<file path="config.mk">
export PLATFORM = sky130hd
export DESIGN_NAME = rptr_empty_flat
export DESIGN_NICKNAME = d
export VERILOG_FILES = /design/src/rtl/rptr_empty_if.sv /design/src/rtl/rptr_empty.sv /design/src/flat_wrapper.sv
export SDC_FILE = /design/constraint.sdc
export NUM_CORES = 1
export LEC_CHECK = 0
export BUFFER_PORTS_ARGS = -buffer_cell sky130_fd_sc_hd__buf_2
export CORE_MARGIN = 4
export CORE_UTILIZATION = 30
export DETAILED_ROUTE_END_ITERATION = 7
export GPL_ROUTABILITY_DRIVEN = 0
export GPL_TIMING_DRIVEN = 0
export PLACE_DENSITY = 0.63
export SYNTH_ARGS = -nofsm -noshare
export SYNTH_HDL_FRONTEND = slang
export SYNTH_SLANG_ARGS = --single-unit
</file>
<file path="constraint.sdc">
create_clock -name rclk -period 4.3 [get_ports rclk]
set_input_delay 0 -clock rclk [delete_from_list [all_inputs] [get_ports rclk]]
set_output_delay 0 -clock rclk [all_outputs]
set_load 0.02 [all_outputs]
</file>
<file path="src/rtl/rptr_empty_if.sv">
// Read-side signal bundle between the FIFO read pointer logic and its consumer.
// The slave modport is the rptr_empty block; the master is whatever drives it.
interface rptr_empty_if #(
  parameter int ADDR_WIDTH = 4
);
  logic                  rinc;
  logic [ADDR_WIDTH:0]   rq2_wptr;
  logic                  clr_err;
  logic [ADDR_WIDTH-1:0] raddr;
  logic [ADDR_WIDTH:0]   rptr;
  logic                  rempty;
  logic                  raempty;
  logic [ADDR_WIDTH:0]   rlevel;
  logic                  runderflow;

  modport master (
    output rinc, rq2_wptr, clr_err,
    input  raddr, rptr, rempty, raempty, rlevel, runderflow
  );

  modport slave (
    input  rinc, rq2_wptr, clr_err,
    output raddr, rptr, rempty, raempty, rlevel, runderflow
  );
endinterface

</file>
<file path="src/rtl/rptr_empty.sv">
// Async FIFO read-side pointer: binary/Gray read pointer, registered empty,
// almost-empty and level flags, plus a sticky underflow flag.
module rptr_empty #(
  parameter int ADDR_WIDTH    = 4,
  parameter int AEMPTY_THRESH = 2
) (
  input  logic          rclk,
  input  logic          rrst_n,
  rptr_empty_if.slave   bus
);
  localparam int W = ADDR_WIDTH + 1;
  localparam logic [W-1:0] THRESH = W'(AEMPTY_THRESH);

  logic [W-1:0] rbin_q, rbin_d;
  logic [W-1:0] rptr_q, rptr_d;
  logic [W-1:0] rlevel_q, rlevel_d;
  logic         rempty_q, rempty_d;
  logic         raempty_q, raempty_d;
  logic         runderflow_q, runderflow_d;
  logic [W-1:0] wbin;
  logic         rd_ok;

  always_comb begin
    rd_ok  = bus.rinc & ~rempty_q;
    rbin_d = rbin_q + W'(rd_ok);
    rptr_d = (rbin_d >> 1) ^ rbin_d;

    // Gray to binary: each bit is the XOR of all Gray bits at or above it.
    wbin        = '0;
    wbin[W-1]   = bus.rq2_wptr[W-1];
    for (int i = W - 2; i >= 0; i--) begin
      wbin[i] = wbin[i+1] ^ bus.rq2_wptr[i];
    end

    rlevel_d     = wbin - rbin_d;
    rempty_d     = (rptr_d == bus.rq2_wptr);
    raempty_d    = (rlevel_d <= THRESH);
    runderflow_d = (bus.rinc & rempty_q) | (runderflow_q & ~bus.clr_err);
  end

  always_ff @(posedge rclk or negedge rrst_n) begin
    if (!rrst_n) begin
      rbin_q       <= '0;
      rptr_q       <= '0;
      rlevel_q     <= '0;
      rempty_q     <= 1'b1;
      raempty_q    <= 1'b1;
      runderflow_q <= 1'b0;
    end else begin
      rbin_q       <= rbin_d;
      rptr_q       <= rptr_d;
      rlevel_q     <= rlevel_d;
      rempty_q     <= rempty_d;
      raempty_q    <= raempty_d;
      runderflow_q <= runderflow_d;
    end
  end

  assign bus.raddr      = rbin_q[ADDR_WIDTH-1:0];
  assign bus.rptr       = rptr_q;
  assign bus.rlevel     = rlevel_q;
  assign bus.rempty     = rempty_q;
  assign bus.raempty    = raempty_q;
  assign bus.runderflow = runderflow_q;
endmodule

</file>
<file path="src/flat_wrapper.sv">
// flat-port wrapper written by rule: the top's interface ports become plain ports
module rptr_empty_flat 
#(
  parameter int ADDR_WIDTH    = 4,
  parameter int AEMPTY_THRESH = 2
)
  (rclk, rrst_n, bus_rinc, bus_rq2_wptr, bus_clr_err, bus_raddr, bus_rptr, bus_rempty, bus_raempty, bus_rlevel, bus_runderflow);
  rptr_empty_if #(.ADDR_WIDTH(ADDR_WIDTH)) bus_i ();
  input  logic rclk;
  input  logic rrst_n;
  input wire logic [$bits(bus_i.rinc)-1:0] bus_rinc;
  input wire logic [$bits(bus_i.rq2_wptr)-1:0] bus_rq2_wptr;
  input wire logic [$bits(bus_i.clr_err)-1:0] bus_clr_err;
  output wire logic [$bits(bus_i.raddr)-1:0] bus_raddr;
  output wire logic [$bits(bus_i.rptr)-1:0] bus_rptr;
  output wire logic [$bits(bus_i.rempty)-1:0] bus_rempty;
  output wire logic [$bits(bus_i.raempty)-1:0] bus_raempty;
  output wire logic [$bits(bus_i.rlevel)-1:0] bus_rlevel;
  output wire logic [$bits(bus_i.runderflow)-1:0] bus_runderflow;
  assign bus_i.rinc = bus_rinc;
  assign bus_i.rq2_wptr = bus_rq2_wptr;
  assign bus_i.clr_err = bus_clr_err;
  assign bus_raddr = bus_i.raddr;
  assign bus_rptr = bus_i.rptr;
  assign bus_rempty = bus_i.rempty;
  assign bus_raempty = bus_i.raempty;
  assign bus_rlevel = bus_i.rlevel;
  assign bus_runderflow = bus_i.runderflow;
  rptr_empty #(.ADDR_WIDTH(ADDR_WIDTH), .AEMPTY_THRESH(AEMPTY_THRESH)) u_core (.rclk(rclk), .rrst_n(rrst_n), .bus(bus_i));
endmodule
</file>
==> flow_metrics.py, run 1 <==
metrics = {
    "run_status": {
        "outcome": "completed",
    },
    "critical_path": {
        "cp_cell_sequence": "nor2b_1 > ha_1 > nand3_1 > xor2_1 > ha_1 > a21o_1 > a31oi_1 > xnor2_1 > a2111oi_2",
        "slowest_stage": "dfstp_2",
        "cp-end-kind": "flop",
        "crit_required_ns": 4.49,
        "criticalPathCategory": "reg -> reg",
        "path_max_fanout": 5,
        "cpPeakStageDelay_ns": 0.55,
        "timing.critical_path.mode_cell": "ha_1",
        "cp.arrival_ns": 2.70,
        "setup.worst_path.start_class": "flop",
    },
    "clocking": {
        "htree_levels": 1,
        "cts_tree": "yes",
        "cts_resized": 0,
        "clock-root-buffer": "clkbuf_4",
        "clk_latency_ns": 0.28,
        "clkTransAtPathRegs_ns": 0.10,
        "clock_path_buffers": 2,
        "clock_sinks": 17,
        "cts_buffers": 3,
    },
    "place": {
        "place_ws_ns": 1.748,
        "hpwlAfterDp_um": 1299,
        "port_buffers": 25,
        "dp_cells": 129,
    },
    "die": {
        "die_y_um": 63.14,
        "design.die.area_mm2": 0.003987,
        "die_w_um": 63.14,
        "core_mm2": 0.002829,
        "initial_core_util": 0.3224,
        "rows": 19,
        "ios": 26,
    },
    "drt": {
        "drtIter0Drc": 9,
        "drt-vias-per-instance": 4.507,
        "dr.pass1.iters": 5,
        "drc": 0,
        "route.vias.total": 613,
        "wirelength_um": 1597,
        "wl_per_cell_um": 11.74,
        "postRouteAntennaNets": 0,
    },
    "pwr": {
        "leakagePower_nw": 0.5620,
        "power_mw": 1.060,
        "p_comb_frac": 0.654,
        "clock_power_share": 0.079,
        "power_frac_seq": 0.267,
        "p_int_mw": 0.5846,
        "power.density_mw_per_mm2": 935.0,
        "power.share.switching": 0.4484,
        "switching_power_mw": 0.4753,
        "ir_drop_mv": 0.2325,
    },
    "yosys": {
        "ys.warnings.count": 0,
        "syn_inst": 73,
        "yosys-top-cells-area": "dfrtp_1 (41%), xnor2_1 (14%), ha_1 (8.2%)",
        "synth_nets": 89,
        "synth_top_area_frac": 0.4115,
        "synth_area_um2": 912.1,
        "syn_area_per_cell_um2": 12.49,
        "synth-seq-cells": 17,
        "synthDistinctLibCells": 22,
        "ys_async_sr_fraction": 1.000,
        "synth_ff_type": "dfrtp_1",
        "synth-edff-count": 0,
        "synth_area_leader_cell": "dfrtp_1",
        "synth_top_cells_by_count": "dfrtp_1 (15), xnor2_1 (15), inv_1 (7), ha_1 (6), xor2_1 (6)",
        "yosysSeqAreaShare": 0.4691,
    },
    "layout": {
        "fin_nets": 122,
        "finalNonFillerCells": 136,
        "antennaDiodeCount": 0,
        "drive_above_1_share": 0.3333,
        "area_delta_synth_final_pct": 24.28,
    },
    "grt": {
        "grtUsageTotal": 0.08951,
        "grt_pass1_wl_um": 2746,
        "grt_pass1_vias": 603,
        "grt-ovfl-total": 0,
        "grt_max_degree": 18,
        "antenna_found_initial": 0,
    },
    "sta": {
        "setup_viol": 0,
        "clock_skew_ns": 0.0007974,
        "setup_tns_ns": 0,
        "hold_violations": 0,
        "fmax_mhz": 398.6,
        "worst_pin_slew_ns": 0.4841,
        "setup_slack_ns": 1.791,
        "holdWs_ns": 0.04610,
        "rsz0062_at_grt": "no",
        "slew_headroom": 0.6749,
        "fin_crit_sh": 0.5835,
        "layout_min_cycle_time_ns": 2.509,
        "maxSlewViolCount": 0,
    },
    "worst_hold_path": {
        "hp-class": "in -> reg",
    },
    "flow_run": {
        "max_cap_violations": 0,
    },
}
## worst paths after layout
kind | from | endpoint | slack (ns) | cells past startpoint
hold / removal | bus_rq2_wptr[2] | u_core.bus.rempty | 0.05 | 3
min in group asynchronous | rrst_n | u_core.bus.rptr[0] | 0.15 | 2
setup reg to reg | u_core.bus.rempty | u_core.bus.raempty | 1.79 | 9
hold reg to reg | u_core.rbin_q[4] | u_core.rbin_q[4] | 0.58 | 1
setup / recovery | u_core.bus.rempty | u_core.bus.raempty | 1.79 | 9
max in group asynchronous | rrst_n | u_core.bus.rempty | 3.84 | 2
## final cells by class
| cell class | instances | area, um^2 |
|---|---|---|
| timing repair buffer | 28 | 155.1 |
| tap | 31 | 38.79 |
| multi-input combinational | 47 | 442.9 |
| fill | 275 | 1695 |
| clock buffer | 3 | 22.52 |
| inverter | 7 | 26.28 |
| clock inverter | 1 | 5.005 |
| buffer | 2 | 15.01 |
| sequential | 17 | 427.9 |
## flip-flops by register name (all words and copies together) (netlist names)
register and flops:
u_core.bus.raempty 1, u_core.bus.rempty 1, u_core.bus.rlevel 5, u_core.bus.rptr 4, u_core.bus.runderflow 1, u_core.rbin_q 5
## cell families after synthesis
family / Yosys count / share of synthesized area
xor+xnor: 23 / 0.2551
flops: 17 / 0.4691
buf+inv: 9 / 0.04527
simple gates: 9 / 0.06036
compound gates: 8 / 0.06584
fa+ha+maj: 7 / 0.1043
## placed cells by master, fill, tap and decap left out, types with 3 or more instances in the layout
| cell | n |
|---|---|
| inv_1 | 7 |
| buf_2 | 25 |
| dfrtp_1 | 15 |
| xnor2_1 | 15 |
| ha_1 | 6 |
| xor2_1 | 6 |
| clkbuf_4 | 3 |
| dlygate4sd3_1 | 3 |
## per-stage QoR
| step | util | cell area [um^2] |
|---|---|---|
| after detailed placement | 0.3804 | 1076 |
| after global routing | 0.4007 | 1134 |
| after floorplan | - | 912.1 |
| after CTS | 0.4007 | 1134 |
| final | 0.4007 | 1134 |
| after global placement | 0.3804 | 1076 |
## worst max-delay path: cells and delay by family (launching register included)
family	cells	cell delay [ns]
flip-flops	1	0.55
XOR/XNOR	2	0.40
adder cells (fa/ha/maj)	2	0.57
AND/OR/NAND/NOR	2	0.19
AO/OA/AOI/OAI	3	0.70
## metal layers
| layer | vias to the layer above | routed length, um | part of all wire | global-route usage |
|---|---|---|---|---|
| met5 | - | 0 | 0 | 0 |
| met4 | 0 | 27 | 0.017 | 0.05785 |
| met3 | 2 | 91 | 0.057 | 0.02487 |
| met2 | 14 | 800 | 0.50 | 0.1462 |
| met1 | 293 | 678 | 0.42 | 0.1020 |
| li1 | 304 | - | - | - |
## power groups by stage
stage	Sequential (mW)	Combinational, mW	Clock, mW
6_report	0.283	0.693	0.0838
5_1_grt	0.295	0.766	0.0952
4_1_cts	0.285	0.702	0.0881
3_5_place_dp	0.288	0.693	0
3_3_place_gp	0.286	0.686	0
2_1_floorplan	0.389	0.429	0
## timing repair
item                      4_1_cts  5_1_grt
hold buffers                    3        0
hold endpoints to repair       18        0
buffers inserted                0        0
No activity file was read; power rests on OpenSTA's default activity.
==> inputs of run 2 (changes only) <==
--- a/config.mk
+++ b/config.mk
@@ -11,7 +11,7 @@
 export DETAILED_ROUTE_END_ITERATION = 7
 export GPL_ROUTABILITY_DRIVEN = 0
 export GPL_TIMING_DRIVEN = 0
-export PLACE_DENSITY = 0.63
+export PLACE_DENSITY = 0.65
 export SYNTH_ARGS = -nofsm -noshare
 export SYNTH_HDL_FRONTEND = slang
 export SYNTH_SLANG_ARGS = --single-unit
==> constraint.sdc (replaced) <==
create_clock -name rclk -period 2.3 [get_ports rclk]
set_input_delay 0 -clock rclk [delete_from_list [all_inputs] [get_ports rclk]]
set_output_delay 0 -clock rclk [all_outputs]
set_load 0.02 [all_outputs]
==> run 2 against run 1 <==
  * Worst setup slack worse by 1.7 ns
  * Die area stayed put
  * Utilization is 4.0 points higher
==> flow_metrics.py, run 2 (synthesis gave the netlist of run 1 again) <==
metrics = {
    "clocking": {
        "clock-root-buffer": "clkbuf_4",
        "clock_path_buffers": 2,
        "clock_sinks": 17,
        "clk_latency_ns": 0.28,
        "cts_buffers": 3,
        "cts_tree": "yes",
        "htree_levels": 1,
        "clkTransAtPathRegs_ns": 0.09,
    },
    "critical_path": {
        "crit_required_ns": 2.49,
        "cp_cell_sequence": "nor2b_4 > ha_4 > xnor2_4 > buf_4 > fa_1 > a31oi_1 > xnor2_1 > a2111oi_2",
        "criticalPathCategory": "reg -> reg",
        "slowest_stage": "dfstp_2",
        "setup.worst_path.start_class": "flop",
        "cp.arrival_ns": 2.37,
        "path_max_fanout": 4,
        "r2r_cells": 8,
        "cp-end-kind": "flop",
        "cpPeakStageDelay_ns": 0.57,
    },
    "layout": {
        "fin_nets": 125,
        "mostFrequentLayoutCell": "buf_2",
        "design_area_mm2": 0.001246,
        "final_cell_mix": "buf_2 (25), dfrtp_1 (15), xnor2_1 (14)",
        "drive_above_1_share": 0.4167,
        "antennaDiodeCount": 0,
        "finalNonFillerCells": 139,
        "area_delta_synth_final_pct": 36.63,
        "fillers": 278,
    },
    "pwr": {
        "switching_power_mw": 0.9868,
        "power.density_mw_per_mm2": 1780,
        "p_comb_frac": 0.679,
        "leakagePower_nw": 0.5907,
        "ir_drop_mv": 0.5042,
        "power.share.switching": 0.4448,
        "power_mw": 2.218,
        "power_frac_seq": 0.251,
        "p_int_mw": 1.232,
        "clock_power_share": 0.070,
    },
    "grt": {
        "grt_max_degree": 18,
        "grt_pass1_wl_um": 3180,
        "grt_util_met1": 0.1186,
        "grt_pass1_vias": 672,
        "met2_usage": 0.1818,
        "grt_use_met3": 0.01243,
        "grtUsageTotal": 0.1038,
        "grt-ovfl-total": 0,
        "grt.busiest_layer": "met2",
        "antenna_found_initial": 0,
    },
    "worst_hold_path": {
        "hold_depth": 3,
        "hp-class": "in -> reg",
    },
    "sta": {
        "layout_min_cycle_time_ns": 2.183,
        "worst_pin_slew_ns": 0.3923,
        "holdWs_ns": 0.05006,
        "clock_skew_ns": 0.0008422,
        "rsz0062_at_grt": "no",
        "maxSlewViolCount": 0,
        "slew_headroom": 0.7385,
        "setup_viol": 0,
        "hold_violations": 0,
        "fin_crit_sh": 0.9492,
        "setup_slack_ns": 0.1169,
        "fmax_mhz": 458.1,
    },
    "die": {
        "die_y_um": 63.14,
        "rows": 19,
        "initial_core_util": 0.3224,
        "core_mm2": 0.002829,
        "die_w_um": 63.14,
        "ios": 26,
        "design.die.area_mm2": 0.003987,
    },
    "drt": {
        "route.vias.total": 622,
        "postRouteAntennaNets": 0,
        "drc": 0,
        "drtIter0Drc": 8,
        "wl_per_cell_um": 13.45,
        "wirelength_um": 1869,
        "drt-vias-per-instance": 4.475,
        "dr.pass1.iters": 3,
    },
    "place": {
        "port_buffers": 25,
        "hpwlAfterDp_um": 1414,
        "place_ws_ns": -0.2277,
        "place_area_mm2": 0.001091,
        "dp_cells": 129,
    },
    "flow_run": {
        "max_cap_violations": 0,
    },
    "run_status": {
        "outcome": "completed",
    },
}
## run 2: timing repair
item	in CTS	in global routing
gates resized for setup	5	4
setup buffers	2	1
endpoints found under the hold margin	18	0
hold buffers	3	0
pin swaps	2	2
setup endpoints to repair	1	1
## run 2: power groups by stage
stage | sequential (mW) | combinational, mW | clock [mW]
2_1_floorplan | 0.731 | 0.815 | 0
3_3_place_gp | 0.537 | 1.29 | 0
3_5_place_dp | 0.547 | 1.33 | 0
4_1_cts | 0.552 | 1.44 | 0.162
5_1_grt | 0.577 | 1.66 | 0.185
6_report | 0.556 | 1.51 | 0.156
## run 2: cell type report
class                      instances  area [um^2]  share of cell area
multi-input combinational         47        534.3              0.4287
sequential                        17        427.9              0.3434
timing repair buffer              31        177.7              0.1426
tap                               31        38.79             0.03112
clock buffer                       4        26.28             0.02108
inverter                           7        26.28             0.02108
buffer                             2        15.01             0.01205
## run 2: path summary, 6_finish.rpt
kind	from	to	slack, ns
setup / recovery	u_core.bus.rempty	u_core.bus.raempty	0.12
hold / removal	bus_rq2_wptr[2]	u_core.bus.rempty	0.05
setup reg to reg	u_core.bus.rempty	u_core.bus.raempty	0.12
hold reg to reg	u_core.rbin_q[4]	u_core.rbin_q[4]	0.59
max in group asynchronous	rrst_n	u_core.bus.rempty	1.82
min in group asynchronous	rrst_n	u_core.rbin_q[1]	0.16
## run 2: worst max-delay path, delay by kind of cell (launching register included)
family,cells,cell delay [ns]
xor+xnor,2,0.26
flops,1,0.57
compound gates,2,0.40
simple gates,1,0.06
buf+inv,1,0.15
fa+ha+maj,2,0.65
## run 2: layer usage
layer | wire (um) | vias to the layer above
met1 | 768 | 299
met5 | 0 | -
met2 | 1010 | 14
met3 | 62 | 2
met4 | 27 | 0
li1 | - | 307
## run 2: metrics by stage
stage / utilization / TNS (ns)
3_3_place_gp: 0.3857 / -0.1701
6_report: 0.4405 / 0
5_1_grt: 0.4405 / 0
3_5_place_dp: 0.3857 / -0.2277
4_1_cts: 0.4272 / 0
2_1_floorplan: - / 0
